`config.mk`:
```
export PLATFORM = sky130hd
export DESIGN_NAME = muldiv_ctrl_flat
export DESIGN_NICKNAME = d
export VERILOG_FILES = /design/src/rtl/muldiv_if.sv /design/src/rtl/muldiv_ctrl.sv /design/src/flat_wrapper.sv
export SDC_FILE = /design/constraint.sdc
export NUM_CORES = 2
export LEC_CHECK = 0
export BUFFER_PORTS_ARGS = -buffer_cell sky130_fd_sc_hd__clkbuf_2
export CAP_MARGIN = 20
export CELL_PAD_IN_SITES_DETAIL_PLACEMENT = 1
export CELL_PAD_IN_SITES_GLOBAL_PLACEMENT = 2
export CORE_ASPECT_RATIO = 0.75
export CORE_UTILIZATION = 45
export CTS_CLUSTER_DIAMETER = 40
export DETAILED_ROUTE_END_ITERATION = 7
export PLACE_DENSITY_LB_ADDON = 0.12
export SYNTH_ARGS = -nofsm -noshare
export SYNTH_HDL_FRONTEND = slang
export SYNTH_SLANG_ARGS = --single-unit
```
`constraint.sdc`:
```
create_clock -name clk -period 22.9 [get_ports clk]
set_clock_uncertainty 0.2 [all_clocks]
set_input_delay 3.435 -clock clk [delete_from_list [all_inputs] [get_ports clk]]
set_output_delay 3.435 -clock clk [all_outputs]
set_load 0.03 [all_outputs]
```
`src/rtl/muldiv_if.sv`:
```
// Execute-stage <-> mul/div sequencer bundle: request, flush, status and HI/LO.
// The master drives requests; the sequencer (slave) owns status and HI/LO.
interface muldiv_if;
    logic        op_valid;
    logic [2:0]  op;
    logic [31:0] a;
    logic [31:0] b;
    logic        flush;
    logic        op_ready;
    logic        busy;
    logic        done;
    logic [31:0] hi;
    logic [31:0] lo;

    modport master (
        output op_valid, op, a, b, flush,
        input  op_ready, busy, done, hi, lo
    );

    modport slave (
        input  op_valid, op, a, b, flush,
        output op_ready, busy, done, hi, lo
    );
endinterface

```
`src/rtl/muldiv_ctrl.sv`:
```
// Multi-cycle multiply / restoring-divide sequencer that owns HI/LO.
// MULT* complete after MUL_LAT cycles, DIV* after 32 steps plus a sign-fix cycle.
module muldiv_ctrl #(
    parameter int MUL_LAT = 2
) (
    input logic     clk,
    input logic     rst_n,
    muldiv_if.slave bus
);

    typedef enum logic [1:0] {IDLE, MUL, DIV, FIX} state_t;

    localparam logic [2:0] OP_MULT  = 3'd0;
    localparam logic [2:0] OP_MULTU = 3'd1;
    localparam logic [2:0] OP_DIV   = 3'd2;
    localparam logic [2:0] OP_DIVU  = 3'd3;
    localparam logic [2:0] OP_MTHI  = 3'd4;
    localparam logic [2:0] OP_MTLO  = 3'd5;

    localparam logic [4:0] MUL_CNT0 = 5'(MUL_LAT - 1);

    state_t      state;
    logic [4:0]  cnt;
    logic [31:0] op_a;
    logic [31:0] op_b;
    logic [31:0] rem;
    logic [31:0] quo;
    logic        is_signed;
    logic        sign_a;
    logic        sign_b;
    logic [31:0] hi_q;
    logic [31:0] lo_q;
    logic        done_q;

    // Sign-extend when signed; the low 64 bits of the product are then exact.
    function automatic logic [63:0] mul64(
        input logic [31:0] x,
        input logic [31:0] y,
        input logic        s
    );
        logic [63:0] xe;
        logic [63:0] ye;
        xe = {{32{s & x[31]}}, x};
        ye = {{32{s & y[31]}}, y};
        return xe * ye;
    endfunction

    logic        req_signed;
    logic [31:0] abs_a;
    logic [31:0] abs_b;
    logic [63:0] prod_now;
    logic [63:0] prod_lat;
    logic [32:0] rem_sh;
    logic [32:0] trial;
    logic [31:0] q_fix;
    logic [31:0] r_fix;

    assign req_signed = ~bus.op[0];
    assign abs_a      = (req_signed & bus.a[31]) ? -bus.a : bus.a;
    assign abs_b      = (req_signed & bus.b[31]) ? -bus.b : bus.b;
    assign prod_now   = mul64(bus.a, bus.b, req_signed);
    assign prod_lat   = mul64(op_a, op_b, is_signed);

    assign rem_sh = {rem, quo[31]};
    assign trial  = rem_sh - {1'b0, op_b};
    assign q_fix  = (is_signed & (sign_a ^ sign_b)) ? -quo : quo;
    assign r_fix  = (is_signed & sign_a) ? -rem : rem;

    assign bus.op_ready = rst_n & (state == IDLE) & ~bus.flush;
    assign bus.busy     = (state != IDLE);
    assign bus.done     = done_q;
    assign bus.hi       = hi_q;
    assign bus.lo       = lo_q;

    always_ff @(posedge clk) begin
        if (!rst_n) begin
            state     <= IDLE;
            cnt       <= '0;
            op_a      <= '0;
            op_b      <= '0;
            rem       <= '0;
            quo       <= '0;
            is_signed <= 1'b0;
            sign_a    <= 1'b0;
            sign_b    <= 1'b0;
            hi_q      <= '0;
            lo_q      <= '0;
            done_q    <= 1'b0;
        end else begin
            done_q <= 1'b0;
            if (bus.flush) begin
                state <= IDLE;
            end else begin
                unique case (state)
                    IDLE: begin
                        if (bus.op_valid) begin
                            unique case (1'b1)
                                (bus.op == OP_MTHI): hi_q <= bus.a;
                                (bus.op == OP_MTLO): lo_q <= bus.a;
                                (bus.op == OP_MULT),
                                (bus.op == OP_MULTU): begin
                                    op_a      <= bus.a;
                                    op_b      <= bus.b;
                                    is_signed <= req_signed;
                                    if (MUL_LAT == 1) begin
                                        {hi_q, lo_q} <= prod_now;
                                        done_q       <= 1'b1;
                                    end else begin
                                        cnt   <= MUL_CNT0;
                                        state <= MUL;
                                    end
                                end
                                (bus.op == OP_DIV),
                                (bus.op == OP_DIVU): begin
                                    if (bus.b == '0) begin
                                        hi_q   <= bus.a;
                                        lo_q   <= '1;
                                        done_q <= 1'b1;
                                    end else begin
                                        quo       <= abs_a;
                                        op_b      <= abs_b;
                                        rem       <= '0;
                                        cnt       <= '0;
                                        is_signed <= req_signed;
                                        sign_a    <= bus.a[31];
                                        sign_b    <= bus.b[31];
                                        state     <= DIV;
                                    end
                                end
                                default: ;
                            endcase
                        end
                    end
                    MUL: begin
                        if (cnt <= 5'd1) begin
                            {hi_q, lo_q} <= prod_lat;
                            done_q       <= 1'b1;
                            state        <= IDLE;
                        end else begin
                            cnt <= cnt - 5'd1;
                        end
                    end
                    DIV: begin
                        if (!trial[32]) begin
                            rem <= trial[31:0];
                            quo <= {quo[30:0], 1'b1};
                        end else begin
                            rem <= rem_sh[31:0];
                            quo <= {quo[30:0], 1'b0};
                        end
                        cnt <= cnt + 5'd1;
                        if (cnt == 5'd31) state <= FIX;
                    end
                    FIX: begin
                        hi_q   <= r_fix;
                        lo_q   <= q_fix;
                        done_q <= 1'b1;
                        state  <= IDLE;
                    end
                    default: state <= IDLE;
                endcase
            end
        end
    end

endmodule

```
`src/flat_wrapper.sv`:
```
// flat-port wrapper written by rule: the top's interface ports become plain ports
module muldiv_ctrl_flat 
#(
    parameter int MUL_LAT = 2
)
  (clk, rst_n, bus_op_valid, bus_op, bus_a, bus_b, bus_flush, bus_op_ready, bus_busy, bus_done, bus_hi, bus_lo);
  muldiv_if bus_i ();
  input logic clk;
  input logic rst_n;
  input wire logic [$bits(bus_i.op_valid)-1:0] bus_op_valid;
  input wire logic [$bits(bus_i.op)-1:0] bus_op;
  input wire logic [$bits(bus_i.a)-1:0] bus_a;
  input wire logic [$bits(bus_i.b)-1:0] bus_b;
  input wire logic [$bits(bus_i.flush)-1:0] bus_flush;
  output wire logic [$bits(bus_i.op_ready)-1:0] bus_op_ready;
  output wire logic [$bits(bus_i.busy)-1:0] bus_busy;
  output wire logic [$bits(bus_i.done)-1:0] bus_done;
  output wire logic [$bits(bus_i.hi)-1:0] bus_hi;
  output wire logic [$bits(bus_i.lo)-1:0] bus_lo;
  assign bus_i.op_valid = bus_op_valid;
  assign bus_i.op = bus_op;
  assign bus_i.a = bus_a;
  assign bus_i.b = bus_b;
  assign bus_i.flush = bus_flush;
  assign bus_op_ready = bus_i.op_ready;
  assign bus_busy = bus_i.busy;
  assign bus_done = bus_i.done;
  assign bus_hi = bus_i.hi;
  assign bus_lo = bus_i.lo;
  muldiv_ctrl #(.MUL_LAT(MUL_LAT)) u_core (.clk(clk), .rst_n(rst_n), .bus(bus_i));
endmodule
```
==> flow_summary.toml <==
[outcome]
status = "finished, final reports clean"

[synthesis]
synth_area_per_cell_um2 = 8.58
yosysWarnings = 0
synth_most_common_cell = "inv_1"
synth-main-ff-cell = "dfxtp_1"
synth_area_leaders = "fa_1, inv_1, dfxtp_1, nand2_1, ha_1"
synth.top_cell.area_share = 0.441
synth_commonest_cells = "inv_1, fa_1, nand2_1"
synth-edff-count = 0
syn-num-nets = 7407
yosysTopAreaCell = "fa_1"
synth_cell_types = 89
ys_ff_latch = 203
synth_cells = 5953
synth-async-reset-ratio = 0
yosysSeqAreaShare = 0.0796
syn_area_mm2 = 0.0511

[placed_design]
io_buffers = 137
dpl.hpwl_mm = 141
dpl_cell_area_mm2 = 0.0529
place_congestion = 0.905
dp_slack_ns = 13.45

[setup_path]
slowest_delay_ns = 0.89
slowest_stage = "fa_1"
path_max_fanout = 13
worst_path_most_repeated_cell = "fa_1"
cp.required_ns = 23.18
cp-end-kind = "flop"
crit_type = "reg2reg"
cp.arrival_ns = 9.73
critPathLaunchType = "flop"

[global_routing]
grt_pass1_wl_mm = 275
grt_pass1_vias = 44214
overflow = 0
track_usage = 0.317
grt_antenna_before_repair = 13
grt_max_degree = 70

[drt]
viasPerCell = 5.55
drc_errors = 0
drt_pass1_iterations = 5
wl_mm = 177
first_iter_violations = 2607
antenna_left = 0
vias = 41097
wire_per_inst_um = 23.9

[pwr]
vdd_drop_max_uv = 49.1
p_leak_nw = 25.7
power_density_mw_per_mm2 = 25.8

[sta]
drv_slew = 0
post-route-period-util = 0.413
relSlewSlack = 0.263
setup_viol = 0
tns_ns = 0
period_needed_ns = 9.45
rsz0062_at_grt = "no"
max_freq_mhz = 106
hold_violations = 0
setup_slack_ns = 13.45
tightest_slew_ns = 1.10

[clock_tree]
cts.sinks = 203
clkTransAtPathRegs_ns = 0.06
post_cts_buffers = 0
clockBufferDepth = 3
cts_buffers = 43
cts.hold.buffers_added = 0
cts_resized = 0
cts_root_buffer = "clkbuf_16"
htree_levels = 2
cts_tree = "built"
clk_latency_ns = 0.62

[layout]
final_area_mm2 = 0.0544
finalNetCount = 7311
fillCellCount = 13224
drive_above_1_share = 0.0618
area_growth_pct = 6.56
multi_input_area_mm2 = 0.0411
seq_area_mm2 = 0.00407

[floorplan]
initial_core_util = 0.456
die_height_um = 294
core_mm2 = 0.112
die_area_mm2 = 0.115
num_rows = 106
io_pins = 138
die_width_um = 391

[flow_run]
cap_violations = 0

[worst_hold_path]
hp-class = "reg2reg"
==> flip-flops by register name (all words and copies together) (netlist names) <==
name              count
u_core.bus.hi        32
u_core.bus.lo        32
u_core.op_a          32
u_core.op_b          32
u_core.quo           32
u_core.rem           32
u_core.cnt            5
u_core.state          2
u_core.bus.done       1
u_core.is_signed      1
u_core.sign_a         1
u_core.sign_b         1
==> report_power, final <==
group | switching [mW] | internal (mW)
sequential | 0.0154 | 0.367
combinational | 0.257 | 0.106
clock | 0.265 | 0.396
total | 0.537 | 0.869
==> cells in the final DEF (no fill, tap or decap), types with 15 or more instances in the layout <==
master / n
a211oi_1: 39
a21o_1: 46
a21oi_1: 216
a22oi_1: 36
a31oi_1: 57
and2_1: 357
and3_1: 32
buf_4: 88
clkbuf_16: 43
clkbuf_2: 137
dfxtp_1: 199
fa_1: 1126
ha_1: 255
inv_1: 1199
mux2i_1: 27
nand2_1: 1023
nand2b_1: 26
nand3_1: 34
nor2_1: 173
nor3_1: 35
o211ai_1: 35
o21a_1: 15
o21ai_0: 147
o21ai_1: 31
o31ai_1: 35
o41ai_1: 17
or2_2: 15
xnor2_1: 134
xor2_1: 73
==> layer usage <==
layer	wire, µm	GRT usage	vias up
met5	0	0	-
met4	4460	0.0771	0
met3	9390	0.0323	197
met2	82400	0.510	1068
met1	80800	0.458	21938
li1	-	-	17894
==> through the flow <==
stage	utilization	total power, mW	cells	hold WS (ns)
4_1_cts	0.486	1.41	7404	0.260
6_report	0.486	1.41	7407	0.257
2_1_floorplan	-	0.608	5953	0.260
5_1_grt	0.486	1.46	7407	0.273
3_3_place_gp	0.473	0.741	7324	0.244
3_5_place_dp	0.473	0.747	7324	0.252
==> worst max-delay path, delay by kind of cell, from the launching register on <==
family / cells / cell delay (ns)
adder cells (fa/ha/maj): 9 / 4.65
flip-flops: 1 / 0.32
AND/OR/NAND/NOR: 7 / 1.81
buffers and inverters: 7 / 1.08
AO/OA/AOI/OAI: 5 / 1.26
==> area by class of cell <==
type,instances,area share
multi-input combinational,4183,0.755
antenna,3,0.000138
clock inverter,35,0.00704
inverter,1201,0.0829
sequential,203,0.0748
tap,1512,0.0348
clock buffer,45,0.0203
timing repair buffer,225,0.0247
==> cells by family after synthesis <==
family	Yosys count	synth area share
flip-flops	203	0.0796
AND/OR/NAND/NOR	1786	0.160
multiplexers	29	0.00573
buffers and inverters	1567	0.116
XOR/XNOR	208	0.0360
adder cells (fa/ha/maj)	1383	0.504
AO/OA/AOI/OAI	777	0.0974
==> final timing paths <==
check                                         end  cells past startpoint  slack (ns)             start
worst max-delay path            u_core.bus.hi[29]                     28       13.45  u_core.is_signed
worst min-delay path               u_core.op_a[2]                      2        0.26    u_core.op_a[2]
worst max register to register  u_core.bus.hi[29]                     28       13.45  u_core.is_signed
worst min register to register     u_core.op_a[2]                      2        0.26    u_core.op_a[2]
Note: power is estimated with default switching activity, not from simulation.
